<file path="src/rtl/fpga_input_debounce_if.sv">
// Pin-group bundle: raw pins in, debounced level and press/release pulses out.
// master drives the raw pins; slave is the debouncer.
interface fpga_input_debounce_if #(
    parameter int N_IN = 4
);
    logic [N_IN-1:0] raw_in;
    logic [N_IN-1:0] level;
    logic [N_IN-1:0] pressed;
    logic [N_IN-1:0] press;
    logic [N_IN-1:0] release_pulse;

    modport master (
        output raw_in,
        input  level,
        input  pressed,
        input  press,
        input  release_pulse
    );

    modport slave (
        input  raw_in,
        output level,
        output pressed,
        output press,
        output release_pulse
    );
endinterface

</file>
<file path="src/rtl/fpga_input_debounce.sv">
// Per-bit two-flop sync, debounce and edge detect for raw KEY/SW pins.
// Latency 1+DEBOUNCE_CYCLES edges after s1 capture; no backpressure, all outputs are flops.
module fpga_input_debounce #(
    parameter int              N_IN            = 4,
    parameter int              DEBOUNCE_CYCLES = 1000000,
    parameter logic [N_IN-1:0] IDLE_LEVEL      = {N_IN{1'b1}}
) (
    input logic                  CLK,
    input logic                  RST,
    fpga_input_debounce_if.slave io
);
    localparam int            CW       = (DEBOUNCE_CYCLES > 1) ? $clog2(DEBOUNCE_CYCLES) : 1;
    localparam logic [CW-1:0] CNT_LAST = CW'(DEBOUNCE_CYCLES - 1);

    logic [N_IN-1:0] s1_q;
    logic [N_IN-1:0] s2_q;
    logic [N_IN-1:0] level_q;
    logic [N_IN-1:0] level_d;
    logic [N_IN-1:0] pressed_q;
    logic [N_IN-1:0] pressed_d;
    logic [N_IN-1:0] press_q;
    logic [N_IN-1:0] press_d;
    logic [N_IN-1:0] release_q;
    logic [N_IN-1:0] release_d;
    logic [CW-1:0]   cnt_q [N_IN];
    logic [CW-1:0]   cnt_d [N_IN];

    // Any sample matching the accepted level restarts the count from zero.
    always_comb begin
        level_d   = level_q;
        press_d   = '0;
        release_d = '0;
        for (int i = 0; i < N_IN; i++) begin
            cnt_d[i] = cnt_q[i];
            if (s2_q[i] == level_q[i]) begin
                cnt_d[i] = '0;
            end else if (cnt_q[i] == CNT_LAST) begin
                level_d[i] = s2_q[i];
                cnt_d[i]   = '0;
                if (s2_q[i] != IDLE_LEVEL[i]) begin
                    press_d[i] = 1'b1;
                end else begin
                    release_d[i] = 1'b1;
                end
            end else begin
                cnt_d[i] = cnt_q[i] + CW'(1);
            end
        end
        pressed_d = level_d ^ IDLE_LEVEL;
    end

    always_ff @(posedge CLK) begin
        if (RST) begin
            s1_q      <= IDLE_LEVEL;
            s2_q      <= IDLE_LEVEL;
            level_q   <= IDLE_LEVEL;
            pressed_q <= '0;
            press_q   <= '0;
            release_q <= '0;
            for (int i = 0; i < N_IN; i++) begin
                cnt_q[i] <= '0;
            end
        end else begin
            s1_q      <= io.raw_in;
            s2_q      <= s1_q;
            level_q   <= level_d;
            pressed_q <= pressed_d;
            press_q   <= press_d;
            release_q <= release_d;
            for (int i = 0; i < N_IN; i++) begin
                cnt_q[i] <= cnt_d[i];
            end
        end
    end

    assign io.level         = level_q;
    assign io.pressed       = pressed_q;
    assign io.press         = press_q;
    assign io.release_pulse = release_q;
endmodule

</file>
<file path="src/flat_wrapper.sv">
// flat-port wrapper written by rule: the top's interface ports become plain ports
module fpga_input_debounce_flat 
#(
    parameter int              N_IN            = 4,
    parameter int              DEBOUNCE_CYCLES = 1000000,
    parameter logic [N_IN-1:0] IDLE_LEVEL      = {N_IN{1'b1}}
)
  (CLK, RST, io_raw_in, io_level, io_pressed, io_press, io_release_pulse);
  fpga_input_debounce_if #(.N_IN(N_IN)) io_i ();
  input logic CLK;
  input logic RST;
  input wire logic [$bits(io_i.raw_in)-1:0] io_raw_in;
  output wire logic [$bits(io_i.level)-1:0] io_level;
  output wire logic [$bits(io_i.pressed)-1:0] io_pressed;
  output wire logic [$bits(io_i.press)-1:0] io_press;
  output wire logic [$bits(io_i.release_pulse)-1:0] io_release_pulse;
  assign io_i.raw_in = io_raw_in;
  assign io_level = io_i.level;
  assign io_pressed = io_i.pressed;
  assign io_press = io_i.press;
  assign io_release_pulse = io_i.release_pulse;
  fpga_input_debounce #(.N_IN(N_IN), .DEBOUNCE_CYCLES(DEBOUNCE_CYCLES), .IDLE_LEVEL(IDLE_LEVEL)) u_core (.CLK(CLK), .RST(RST), .io(io_i));
endmodule
</file>
<file path="config.mk">
export PLATFORM = sky130hd
export DESIGN_NAME = fpga_input_debounce_flat
export DESIGN_NICKNAME = d
export VERILOG_FILES = /design/src/rtl/fpga_input_debounce_if.sv /design/src/rtl/fpga_input_debounce.sv /design/src/flat_wrapper.sv
export SDC_FILE = /design/constraint.sdc
export NUM_CORES = 1
export LEC_CHECK = 0
export CAP_MARGIN = 20
export CORE_MARGIN = 8
export CORE_UTILIZATION = 59
export DETAILED_ROUTE_END_ITERATION = 8
export PLACE_DENSITY = 0.8
export SYNTH_ARGS = -nofsm -noshare
export SYNTH_HDL_FRONTEND = slang
export SYNTH_SLANG_ARGS = --single-unit
</file>
<file path="constraint.sdc">
create_clock -name CLK -period 2.6 [get_ports CLK]
set_clock_uncertainty 0.1 [all_clocks]
set_input_delay 0.65 -clock CLK [delete_from_list [all_inputs] [get_ports CLK]]
set_output_delay 0.65 -clock CLK [all_outputs]
set_load 0.1 [all_outputs]
</file>
## Word level (Yosys, flattened, before mapping)

Memory sizes are Yosys's and may differ from the RTL's.
Index checks and enable logic that the tools add are counted.

- Add/subtract/negate cells: 4
- Equal/unequal tests: 8
- Mux-type cells: 31
- Bitwise operators: 9
- Reductions and logical operators: 4

Operator list:

| kind | number |
|---|---|
| $mux W20 | 12 |
| $add A20 B1 Y20 const B | 4 |
| $eq A20 B20 Y1 const B | 4 |
| $mux W1 | 19 |
| $reduce_or A3 Y1 | 4 |
| $eq A1 B1 Y1 | 4 |
| $not A1 Y1 | 4 |
| $not A4 Y4 | 1 |
| $or A1 B1 Y1 | 4 |

- Register bits: 24
- Bits in writable memories: 80
- Bits of input ports: 6
- Memories kept: 1

Memory list:

| name | depth | bits a word | read ports | clocked after memory_dff | write ports | line | text |
|---|---|---|---|---|---|---|---|
| u_core.cnt_q | 4 | 20 | 4 | 0 | 4 | fpga_input_debounce.sv:25 | `logic [CW-1:0] cnt_q [N_IN];` |

## Logic depth before layout (Yosys ltp)

Gate-level depths: netlist of the first run.

- Depth in word-level cells: 4
- Depth in mapped cells: 7
- Mapped depth without buffers: 5

## Least setup slack after synthesis of the first run

Ideal clock, no wire load.

- Path type: reg-to-reg
- From: register with a tool-made name
- To: memory u_core.cnt_q[0][13] (netlist bit)
- Setup time: 64 ps
- Data arrival time: 1991 ps
- Data required time: 2436 ps
- Path slack: 445 ps
- Cell stages (with the launch flop): 7
- Clock period less this slack: 2155 ps
- Cell sequence: dfxtp_1 > or2b_2 > a21oi_1 > a21bo_1 > buf_6 > buf_12 > nor2_1

RTL lines:

| what | line |
|---|---|
| end: declaration | fpga_input_debounce.sv:25 |

==> results of run 1 <==
[synthesized netlist by cell type (all sizes together), types with 2 or more instances]
cell and count:
nor3b 3, nor4 21, o221ai 4, nand4b 2, clkbuf 8, or4b 2, nand4 25, or4 5
o21ai 7, xnor2 47, nand2 19, or2b 2, nor3 24, nor2 86, dfxtp 104, nand2b 2
ha 4, nand3 24, mux2i 6, nor4b 7, and3 14, xor2 13, o31ai 4, or2 11
and4 2, a21oi 11, or3 4, and2 2, inv 12, buf 5, mux2 4
[sequential cells by signal (all words and copies together), names as in the netlist, named ones only]
signal	count
u_core.io.pressed	4
u_core.io.release_pulse	4
u_core.io.press	4
u_core.s2_q	4
u_core.s1_q	4
u_core.cnt_q	80
[worst register-to-register path: cells and delay by family (launching register included)]
| kind | cells | cell delay (ns) |
|---|---|---|
| flops | 1 | 0.38 |
| simple gates | 3 | 1.03 |
| fa+ha+maj | 1 | 0.23 |
| mux | 1 | 0.38 |
[worst max path at each step]
stage	from	endpoint	slack, ns	depth (start not counted)
2_1_floorplan	flip-flop	u_core.cnt_q[0][13]	0.45	6
3_3_place_gp	RST	u_core.cnt_q[0][13]	0.34	5
3_5_place_dp	RST	u_core.cnt_q[0][7]	0.25	5
4_1_cts	u_core.cnt_q[3][0]	u_core.io.pressed[3]	0.37	5
5_1_grt	u_core.cnt_q[3][0]	u_core.io.pressed[3]	0.23	5
6_report	u_core.cnt_q[3][0]	u_core.io.pressed[3]	0.37	5
[power groups by stage]
stage | Combinational, mW | Clock [mW] | Sequential, mW
4_1_cts | 0.0420 | 1.20 | 1.60
3_3_place_gp | 0.0408 | 0 | 1.64
5_1_grt | 0.0461 | 1.26 | 1.60
2_1_floorplan | 0.0276 | 0 | 1.64
6_report | 0.0419 | 1.16 | 1.60
3_5_place_dp | 0.0421 | 0 | 1.64
[cell type report]
class	count	area [sq um]	area share
Tap cell	99	123.9	0.02493
Sequential cell	104	2082	0.4190
Multi-Input combinational cell	361	2270	0.4568
Inverter	12	45.04	0.009066
Clock buffer	12	145.1	0.02921
Timing Repair Buffer	25	212.7	0.04281
Clock inverter	3	90.09	0.01813
[layout by cell type, fill, tap and decap left out, drive strengths merged, types with 14 or more instances in the layout]
cell	instances
dfxtp	104
nand4	25
nand3	24
nor2	86
nor4	21
buf	20
nand2	19
xnor2	47
nor3	24
and3	14
[stage by stage]
step           hold WS (ns)  area (sq um)  cells  worst slack [ns]  total power [mW]
5_1_grt              0.3344          4969    616            0.2333             2.909
4_1_cts              0.3146          4969    616            0.3696             2.841
3_3_place_gp         0.2923          4733    601            0.3403             1.681
6_report             0.3141          4969    616            0.3655             2.808
2_1_floorplan        0.2895          4484    490            0.4452             1.667
3_5_place_dp         0.2944          4733    601            0.2549             1.683
[layer usage]
layer | global-route usage | wire length (um)
met1 | 0.2017 | 3834
met3 | 0.05020 | 381
met4 | 0.05006 | 99
met2 | 0.3032 | 4260
met5 | 0 | 0
[cell families (layout without fill, tap and decap cells)]
kind of cell,Yosys count,in the layout,share of synthesized area
compound gates,29,29,0.04185
xor+xnor,60,60,0.1172
fa+ha+maj,4,4,0.01116
buf+inv,25,52,0.02957
flops,104,104,0.4643
mux,10,10,0.02427
simple gates,258,258,0.3117
==> impl_results.md, run 1 <==
- Mapped Cells: 490
- Clock buffer depth: 2
- Filler cells: 633
- Primary FF master, synth: dfxtp_1
- Final min period: approximately 2.2 ns
- Cts hold-fix bufs: 0
- Run status: completed
- Worst-Margin Slew: 0.7759 ns
- Rel. slew slack: 0.4826
- Hold WC Path Type: reg -> reg
- Maximum VDD drop: between 0.3 and 0.4 mV
- CP arrival: 2.38 ns
- Reg2Reg Depth: 5
- Die Span Y: a little over 100 um
- Setup repair bufs after CTS: 0
- Layout cells sized above 1: 0.1122
- F_max: 447.5 MHz
- Clock-pin slew of the registers on the worst-case setup and hold paths: around 0.090 ns
- Global-route wire length before repair: 14.77 mm
- Via/cell ratio: around 5.7
- Synth Net Count: 500
- TritonCTS clock tree: yes
- DRT Pass-1 Iters: 4
- Setup Total Neg Slack: 0 ns
- Total CTS buffers: 9
- Core area: 7292 sq um
- Hold Vio Cnt, Final: 0
- Worst path cell trace: ha_1 > nand3_2 > or4_4 > nor2_1 > mux2_2
- Initial antenna violation count: 0
- RSZ-0062 raised after global routing: false
- Switching fraction of total power: 0.1879
- Synthesized flop and latch total: approximately 100
- Routability congestion estimate: 0.8673
- Crit path max fanout: 6
- Max cap viols: 0
- Clk Latency, worst-skew pair: 0.35 ns
- Worst Setup Start Kind: flip-flop
- Clock Power Share: 0.414
- P_sw: 0.5276 mW
- Synthesized area: 4484 sq um
- DR DRC count: 0
- Number of global-route vias before repair: 3352
- Worst path bufs/invs: 0
- Post-synth EDFFs: 0
- Seq/Total Area, Yosys: 0.4643
- Hold_sp: u_core.s1_q[0]
- Initial DRC Count: 92
- Hold Path Sink: u_core.s2_q[0]
- Initial core utilization: 0.6150
- Hpwl dp: 5.988 mm
- Critical Path RT: between 2 and 3 ns
- ANT nets after route: 0
- FF-to-FF Start: u_core.cnt_q[3][0]
- Total Routing Usage GR: 0.1737
- Number of diodes: 0
- Area contributors post-synth: dfxtp_1 (46%), xnor2_1 (9.2%), nor2_1 (7.2%)
- Synth area leader: dfxtp_1
- Nets: 523
- Slew Viols, Final: 0
- GRT overflow: 0
- PostCTS Resize Cnt: 0
- Synth cell types: 54
- R2r endpoint: u_core.io.pressed[3]
- Slowest Stage Delay on Critical Path: 0.58 ns
- CTS H-tree depth: 3
- LEAKAGE: 1.550 nW
- Yosys warnings: 0
- Reg2reg setup slack: 0.37 ns
- Root buffer cell: clkbuf_8
- Boundary pin count: 22
- Kind of critical path: reg -> reg
- Cell Pwr Density: 565.2 nW/um^2
- DR vias: 3494
- Hold depth: 1
- I/O Buffers: 21
- Gate power share: 0.015
- Final WL: 8.577 mm
- Setup violators final: 0
- Post-synth top area share: 0.4643
- Syn Area/Cell: 9.152 sq um
- Die Wd: 103.2 um
- Per-cell routed wire length: 13.92 um
- Seq pwr share: 0.571
- Clock sink count: approximately 100
- Row count: 31
- Layout Area Growth over Synthesis: 10.80%
- Delay-heaviest family, CP: simple AND/OR/NAND/NOR gates
- Internal: 2.280 mW
- Async set-reset flop share out of synthesis: 0
- Die Area: 10650 sq um
- Final Cycle Share: 0.8594
- Worst Setup End Kind: flip-flop
- Final design utilization: 0.6814
- Largest net degree at the start of global routing: 29
- CP max stage cell: or4_4
Note: power is estimated with default switching activity, not from simulation.
==> inputs of run 2 (changes only) <==
==> constraint.sdc (replaced) <==
create_clock -name CLK -period 2.4 [get_ports CLK]
set_clock_uncertainty 0.1 [all_clocks]
set_input_delay 0.6 -clock CLK [delete_from_list [all_inputs] [get_ports CLK]]
set_output_delay 0.6 -clock CLK [all_outputs]
set_load 0.1 [all_outputs]
==> run 2 against run 1 <==
  * Sequential power rose by 9%
  * Final cell count rose by 0.81%
  * Critical endpoint is now u_core.cnt_q[0][6]
  * Sequential share of layout area down 0.11 points
  * Cell area up 0.25%
  * Largest power group unchanged
  * Maximum frequency grew 3.3%
  * Clock power rose by 5%
  * Hold slack improved by 0.0039 ns
  * Non-clock buffer count up 4
==> impl_results.md, run 2 (synthesis results as in run 1) <==
- PostCTS Resize Cnt: 0 (unchanged)
- Hold_sp: u_core.s1_q[3]
- Placed cell count: 605 (+0.67%)
- Worst path cell trace: or4b_1 > nor4_4 > a21bo_1 > nor2_1
- GRT overflow: 0 (unchanged)
- Hold Vio Cnt, Final: 0 (unchanged)
- I/O Buffers: 21 (unchanged)
- Setup repair bufs after CTS: 0 (unchanged)
- Design Power: 3.001 mW (+6.9%)
- Clock buffer depth: 2 (unchanged)
- Rel. slew slack: 0.4924 (+0.009713)
- Hold Slack: 0.3180 ns (+0.003894 ns)
- Number of diodes: 0 (unchanged)
- Critical Path RT: 2.54 ns (-0.20 ns)
- Number of global-route vias before repair: 3445 (+2.8%)
- Worst path bufs/invs: 0 (unchanged)
- Via/cell ratio: 5.670 (about the same)
- Hpwl dp: 6.167 mm (+3.0%)
- Hold depth: 1 (unchanged)
- CTS H-tree depth: 3 (unchanged)
- Hold WC Path Type: reg -> reg
- Setup crit start: u_core.cnt_q[0][7]
- Layout cells sized above 1: 0.1245 (+0.01234)
- Worst Setup Start Kind: flip-flop
- Root buffer cell: clkbuf_8
- Final non-filler cell total: 621 (+0.81%)
- Worst-Margin Slew: 0.7614 ns (-0.01457 ns)
- Most frequent cells in the layout: dfxtp_1 (104), nor2_1 (86), xnor2_1 (47)
- Max cap viols: 0 (unchanged)
- Clock-pin slew of the registers on the worst-case setup and hold paths: 0.10 ns (about the same)
- Initial antenna violation count: 0 (unchanged)
- Initial DRC Count: 172 (+87%)
- CP max stage cell: or4b_1
- Kind of critical path: reg -> reg
- Final Cycle Share: 0.9012 (+0.04182)
- Largest Register: u_core.cnt_q
- Clock sink count: 104 (unchanged)
- Row count: 31 (unchanged)
- Die Span Y: 103.2 um (unchanged)
- Per-cell routed wire length: 14.23 um (+2.2%)
- RSZ-0062 raised after global routing: false
- Crit path max fanout: 19 (+13)
- Clk Latency, worst-skew pair: 0.37 ns (+0.02 ns)
- Core area: 7292 sq um (unchanged)
- TritonCTS clock tree: yes
- Total Routing Usage GR: 0.1774 (+0.003722)
- Layout Area Growth over Synthesis: 11.08%
- Die Area: 10650 sq um (unchanged)
- Largest net degree at the start of global routing: 20 (-31%)
- Slew Viols, Final: 0 (unchanged)
- Global-route wire length before repair: 15.12 mm (+2.4%)
- Cell Pwr Density: 602.5 nW/um^2 (+6.6%)
- Boundary pin count: 22 (unchanged)
- Nets: 527 (+0.76%)
- Worst Setup End Kind: flip-flop
- Setup Total Neg Slack: 0 ns (unchanged)
- DRT Pass-1 Iters: 4 (unchanged)
- Setup violators final: 0 (unchanged)
- Final min period: 2.163 ns (-0.07153 ns)
- Max FFs per register: 80 (unchanged)
- Die Wd: 103.2 um (unchanged)
- FF-to-FF Start: u_core.cnt_q[0][7]
- Routability congestion estimate: 0.8657 (-0.18%)
- CP arrival: 2.30 ns (-0.08 ns)
- Slowest Stage Delay on Critical Path: 0.59 ns (about the same)
- Leading cell type in the layout, fill and taps excluded: dfxtp_1
- LEAKAGE: 1.557 nW (+0.47%)
- Initial core utilization: 0.6150 (unchanged)
- DR vias: 3521 (+0.77%)
- Delay-heaviest family, CP: simple AND/OR/NAND/NOR gates
- Reg2Reg Depth: 4 (-1)
- Filler cells: 612 (-3.3%)
- F_max: 462.3 MHz (+3.3%)
- CP Depth: 4 (-1)
- Cts hold-fix bufs: 0 (unchanged)
- Run status: completed
- ANT nets after route: 0 (unchanged)
- DR DRC count: 0 (unchanged)
- Final WL: 8.835 mm (+3.0%)
- Maximum VDD drop: 0.3482 mV (+13%)
- Total CTS buffers: 9 (unchanged)
## run 2: cell count changes in the layout (fill, tap and decap cells not counted)
cell / before / now
buf_4: 19 / 24
buf_12: 1 / 0
clkbuf_1: 2 / 0
bufinv_16: 3 / 2
clkinvlp_4: 0 / 2
clkinv_4: 0 / 2
## run 2: layer usage
| layer | wire length [um] | GRT usage |
|---|---|---|
| met4 | 81 | 0.06229 |
| met1 | 3981 | 0.2099 |
| met3 | 368 | 0.04485 |
| met2 | 4404 | 0.3047 |
| met5 | 0 | 0 |
## run 2: layout make-up
| type | count | area (sq um) | share of cell area |
|---|---|---|---|
| repair buffers | 29 | 230.2 | 0.04622 |
| well taps | 99 | 123.9 | 0.02487 |
| multi-input cells | 361 | 2270 | 0.4557 |
| flip-flops and latches | 104 | 2082 | 0.4180 |
| clock buffers | 10 | 137.6 | 0.02763 |
| clock inverters | 6 | 92.59 | 0.01859 |
| inverters | 12 | 45.04 | 0.009043 |
## run 2: worst paths after layout
path	to	slack [ns]
min reg2reg	u_core.s2_q[3]	0.32
min	u_core.s2_q[3]	0.32
max	u_core.cnt_q[0][6]	0.24
max reg2reg	u_core.cnt_q[0][6]	0.24
## run 2: report_power, final
group	total (mW)	switching, mW	internal, mW	leakage (nW)
clock	1.22	0.601	0.619	0.109
sequential	1.74	0.00483	1.73	0.840
combinational	0.0439	0.0233	0.0206	0.609
total	3.00	0.629	2.37	1.56
## run 2: metrics by stage
step                        util  worst slack [ns]  instance area, sq um
after global routing      0.6831            0.1199                  4981
after global placement    0.6515            0.2771                  4751
after detailed placement  0.6515            0.2384                  4751
final                     0.6831            0.2370                  4981
after floorplan                -            0.2452                  4484
after CTS                 0.6831            0.2484                  4981
==> edit 1: new RTL, flow settings as in run 1 <==
`DEBOUNCE_CYCLES` is set to 1000000 in 2 places; all go to 500000.
--- a/src/rtl/fpga_input_debounce.sv
+++ b/src/rtl/fpga_input_debounce.sv
@@ -3,5 +3,5 @@
 module fpga_input_debounce #(
     parameter int              N_IN            = 4,
-    parameter int              DEBOUNCE_CYCLES = 1000000,
+    parameter int              DEBOUNCE_CYCLES = 500000,
     parameter logic [N_IN-1:0] IDLE_LEVEL      = {N_IN{1'b1}}
 ) (
--- a/src/flat_wrapper.sv
+++ b/src/flat_wrapper.sv
@@ -3,5 +3,5 @@
 #(
     parameter int              N_IN            = 4,
-    parameter int              DEBOUNCE_CYCLES = 1000000,
+    parameter int              DEBOUNCE_CYCLES = 500000,
     parameter logic [N_IN-1:0] IDLE_LEVEL      = {N_IN{1'b1}}
 )
Formal check against the unedited RTL: same outputs for any inputs over 10 cycles, from zero or initial values and one cycle with RST high; that may be too few to reach the edited logic, so the function may still have changed.
==> edit 1 against run 1 <==
- hold slack improved by 3.6 ps
- synthesized area decreased by 5.5%
- maximum frequency decreased by 0.49%
- power increased by 1.2%
- setup slack got worse by 11 ps
- routed wire length decreased by 7.8%
- largest cell class unchanged
- core utilization decreased by 0.92 points
- final area decreased by 4.0%
- highest routed layer unchanged
- final cell count decreased by 3.2%
- sequential cell count decreased by 4
==> edit 1: results (changes against run 1) <==
post-synthesis adder-cell area fraction 0.0118 (+0.000646); Post-synth top cells dfxtp_1 (100), nor2_1 (64), xnor2_1 (31), nand2_1 (26), nand3_1 (23); worst vdd ir 0.331 mV (+7.1%); number of global-route vias before repair 3057 (-8.8%); relative slew slack 0.618 (+0.135); Post-Syn Nets 479 (-4.2%); post-synthesis async set-or-reset flop share 0 (unchanged); complex-gate fraction of the synthesized area 0.0735 (+0.0316); Root Driver clkbuf_8; max reg flops 76 (-5.0%); Top reg by flops u_core.cnt_q; largest net degree at the start of global routing 19 (-34%); Layout Nets 502 (-4.0%); sequential area share after synthesis 0.472 (+0.00797); Via Count 3258 (-6.8%); global-route wire length before repair 13.6 mm (-7.8%); 1st-pass router iterations 6 (+2); crit-path max FO 18 (+12); status finished, final reports clean; CTS Buffer Depth 2 (unchanged); Post-Synth XOR/XNOR Area 0.107 (-0.00975); LEAKAGE 1.46 nW (-6.0%); TritonCTS Buffers 9 (unchanged); initial drt markers 76 (-17%); diode count 0 (unchanged); top cells by area, synth dfxtp_1 (47%), xnor2_1 (6.4%), nor2_1 (5.7%); RR Endpoint u_core.cnt_q[0][10]; Worst R2R Path Depth 5 (unchanged); Placer Congestion 0.850 (-2.0%); Netlist cell types 45 (-17%); post-synthesis mux area share 0 (-0.0243); total wire length 7.91 mm (-7.8%); DPL Wire Length 5.45 mm (-9.0%); input/output buffers 21 (unchanged); antenna violations before repair 0 (unchanged); Hold Path Sink u_core.s2_q[0]; fraction of layout cells with a size suffix above 1 0.109 (-0.00353); worst r2r src u_core.cnt_q[0][0]; filler instances 565 (-11%); gr usage total 0.165 (-0.00849)
[edit 1: cell count changes in the layout (fill, tap and decap cells not counted), sizes merged, moves of 8 or more]
cell	delta
nor2	-22
xnor2	-16
a21oi	+9
nor3	-9
and3	-8
nand2	+8
or3	+8
xor2	+8
[edit 1: cells by family after synthesis]
group / count (synthesis)
simple gates: 236
flops: 100
xor+xnor: 52
compound gates: 51
buf+inv: 26
fa+ha+maj: 4
[edit 1: power by group]
part / switching [mW] / internal [mW]
logic: 0.0207 / 0.0180
registers: 0.00454 / 1.54
clock network: 0.496 / 0.764
[edit 1: critical path, cell delays in order, from the launching register on]
cell	delay (ps)
dfxtp_1	380
ha_1	250
nand4_1	170
nor4_1	570
a21bo_1	540
nor2_1	110
[edit 1: through the flow]
| step | cell area [um^2] | setup WS, ps | util | std cells | hold slack (ps) |
|---|---|---|---|---|---|
| 2_1_floorplan | 4240 | 453 | - | 469 | 289 |
| 3_3_place_gp | 4510 | 210 | 0.635 | 580 | 292 |
| 3_5_place_dp | 4510 | 147 | 0.635 | 580 | 295 |
| 4_1_cts | 4770 | 316 | 0.672 | 596 | 316 |
| 5_1_grt | 4770 | 121 | 0.672 | 596 | 338 |
| 6_report | 4770 | 354 | 0.672 | 596 | 318 |
[edit 1: worst max-delay path by stage]
stage                       start             endpoint  cells past startpoint
5_1_grt        u_core.cnt_q[0][1]  u_core.cnt_q[0][10]                      5
2_1_floorplan           flip-flop  u_core.cnt_q[1][11]                      6
3_3_place_gp                  RST   u_core.cnt_q[1][3]                      4
6_report       u_core.cnt_q[0][0]  u_core.cnt_q[0][10]                      5
4_1_cts        u_core.cnt_q[0][0]  u_core.cnt_q[0][11]                      5
3_5_place_dp                  RST   u_core.cnt_q[1][5]                      4
[edit 1: cell type report]
cell class	instances	area share
Clock buffer	12	0.0304
Clock inverter	4	0.0252
Inverter	13	0.0102
Multi-Input combinational cell	343	0.447
Sequential cell	100	0.420
Tap cell	99	0.0260
Timing Repair Buffer	25	0.0420
[edit 1: routing by layer]
metal  GRT usage  wire, um  part of all wire  vias to the layer above
li1            -         -                 -                     1699
met1       0.193      3750              0.47                     1508
met2       0.278      3780              0.48                       40
met3      0.0539       278             0.035                       11
met4      0.0535       106             0.013                        0
met5           0         0                 0                        -
==> edit 2: new RTL, flow settings as in run 1 <==
Without the edit above. Make the reset (`RST`) asynchronous in one clocked block.
--- a/src/rtl/fpga_input_debounce.sv
+++ b/src/rtl/fpga_input_debounce.sv
@@ -50,5 +50,5 @@
     end
 
-    always_ff @(posedge CLK) begin
+    always_ff @(posedge CLK or posedge RST) begin
         if (RST) begin
             s1_q      <= IDLE_LEVEL;
Behaviour: no difference found for any inputs over 10 cycles, from zero or initial values and one cycle with RST high; that may be too few to reach the edited logic, so the function may still have changed.
==> edit 2 against run 1 <==
- via count is 1.1% lower
- final area is 6.8% higher
- setup slack worse by 54 ps
- synthesized cell count is 4.7% lower
- routed wire length is 0.55% higher
- die area is 6.7% higher
- synthesized area is 8.0% higher
- sequential cell count stayed put
- highest routed layer unchanged
Power is not compared: it rests on default switching activity, and its combinational part moved more than twofold at a synthesized area within 25%.
==> edit 2: results (changes against run 1) <==
Layout Nets 502 (-4.0%); sw frac 0.234; crit path from u_core.cnt_q[15]; LEAKAGE between 2 and 2.5 nW; # placed instances 586 (-2.5%); Via Count 3455 (-1.1%); sequential area share after synthesis 0.541 (+0.0764); RR Endpoint u_core.cnt_q[10]; status finished, final reports clean; htree depth 3 (unchanged); max reg flops 80 (unchanged); setup bufs post-CTS 0 (unchanged); Post-synth top cells dfrtp_1 (92), nor2_1 (55), nand3_1 (31), xnor2_1 (27), a21oi_1 (25); dpl cell area 5130 um^2 (+8.5%); number of global-route vias before repair 3291 (-1.8%); WL/cell 14.3 um (+2.9%); hold path depth 0 (-1); Hold Path Sink u_core.s2_q[2]; top cells by area, synth dfrtp_1 (48%), dfstp_2 (6.5%), xnor2_1 (4.9%); worst slew pin tran 520 ps (-256 ps); Post-Syn Nets 477 (-4.6%); DPL Wire Length 5.73 mm (-4.3%); post-synthesis async set-or-reset flop share 1.00 (+1.00); worst skew pair latency approximately 360 ps; crit-path max FO 19 (+13); largest net degree at the start of global routing 105 (+260%); Placer Congestion 0.818 (-5.7%); cell count after synthesis 467 (-4.7%); initial drt markers 125 (+36%); CTS resizes 0 (unchanged); global-route wire length before repair 14.6 mm (-0.80%); Netlist cell types 42 (-22%); gr usage total 0.155 (-0.0182); hold_sp u_core.s1_q[2]; Worst R2R Path Depth 4 (-1); vias per std cell 5.74 (+1.2%); filler instances 646 (+2.1%); hold_ws 259 ps (-54.8 ps); fraction of layout cells with a size suffix above 1 0.139 (+0.0266); Worst Path Arrival 2410 ps (+30 ps); Synth Flop Type dfrtp_1; R2R setup slack 310 ps (-50 ps); Top reg by flops u_core.cnt_q
## edit 2: cell types whose count changed after synthesis, moves of 13 or more
cell / before / now
dfxtp_1: 104 / 0
dfrtp_1: 0 / 92
or4_1: 4 / 17
xnor2_1: 47 / 27
a21oi_1: 11 / 25
nor2_1: 86 / 55
## edit 2: how the worst max path moves through the flow
stage / endpoint
5_1_grt: u_core.cnt_q[11]
3_5_place_dp: u_core.cnt_q[5]
4_1_cts: u_core.cnt_q[16]
2_1_floorplan: u_core.io.level[3]
6_report: u_core.cnt_q[10]
3_3_place_gp: u_core.cnt_q[3]
## edit 2: layer usage
metal	wire length, um	track usage
met4	90	0.0563
met5	0	0
met2	4090	0.248
met3	409	0.0432
met1	4040	0.199
## edit 2: power by group through the flow
stage          Sequential [mW]  Clock [mW]  Combinational [mW]
2_1_floorplan             1.69           0              0.0678
3_3_place_gp              1.70           0              0.0995
3_5_place_dp              1.70           0               0.101
4_1_cts                   1.67       0.927               0.101
5_1_grt                   1.67       0.997               0.112
6_report                  1.67       0.911              0.0980
## edit 2: worst max-delay path, cell delays in order (launching register included)
cell and delay (ps):
dfrtp_1 420, or4b_1 530, or4_4 560, o21ai_4 440
nor2_1 100
## edit 2: logic make-up after synthesis
| group | count (synthesis) | synth area share |
|---|---|---|
| simple gates | 217 | 0.245 |
| flops | 104 | 0.541 |
| compound gates | 56 | 0.0721 |
| xor+xnor | 50 | 0.0905 |
| buf+inv | 28 | 0.0243 |
| mux | 8 | 0.0176 |
| fa+ha+maj | 4 | 0.0103 |
## edit 2: final cells by class
class / count / area (um^2) / area share
Clock buffer: 11 / 141 / 0.0266
Clock inverter: 5 / 31.3 / 0.00589
Inverter: 17 / 67.6 / 0.0127
Multi-Input combinational cell: 335 / 2110 / 0.397
Sequential cell: 104 / 2620 / 0.493
Tap cell: 105 / 131 / 0.0248
Timing Repair Buffer: 25 / 213 / 0.0401
## edit 2: through the flow
step	worst slack [ps]	utilization
after global routing	206	0.656
after CTS	302	0.656
after global placement	381	0.635
final	311	0.656
after floorplan	490	-
after detailed placement	330	0.635
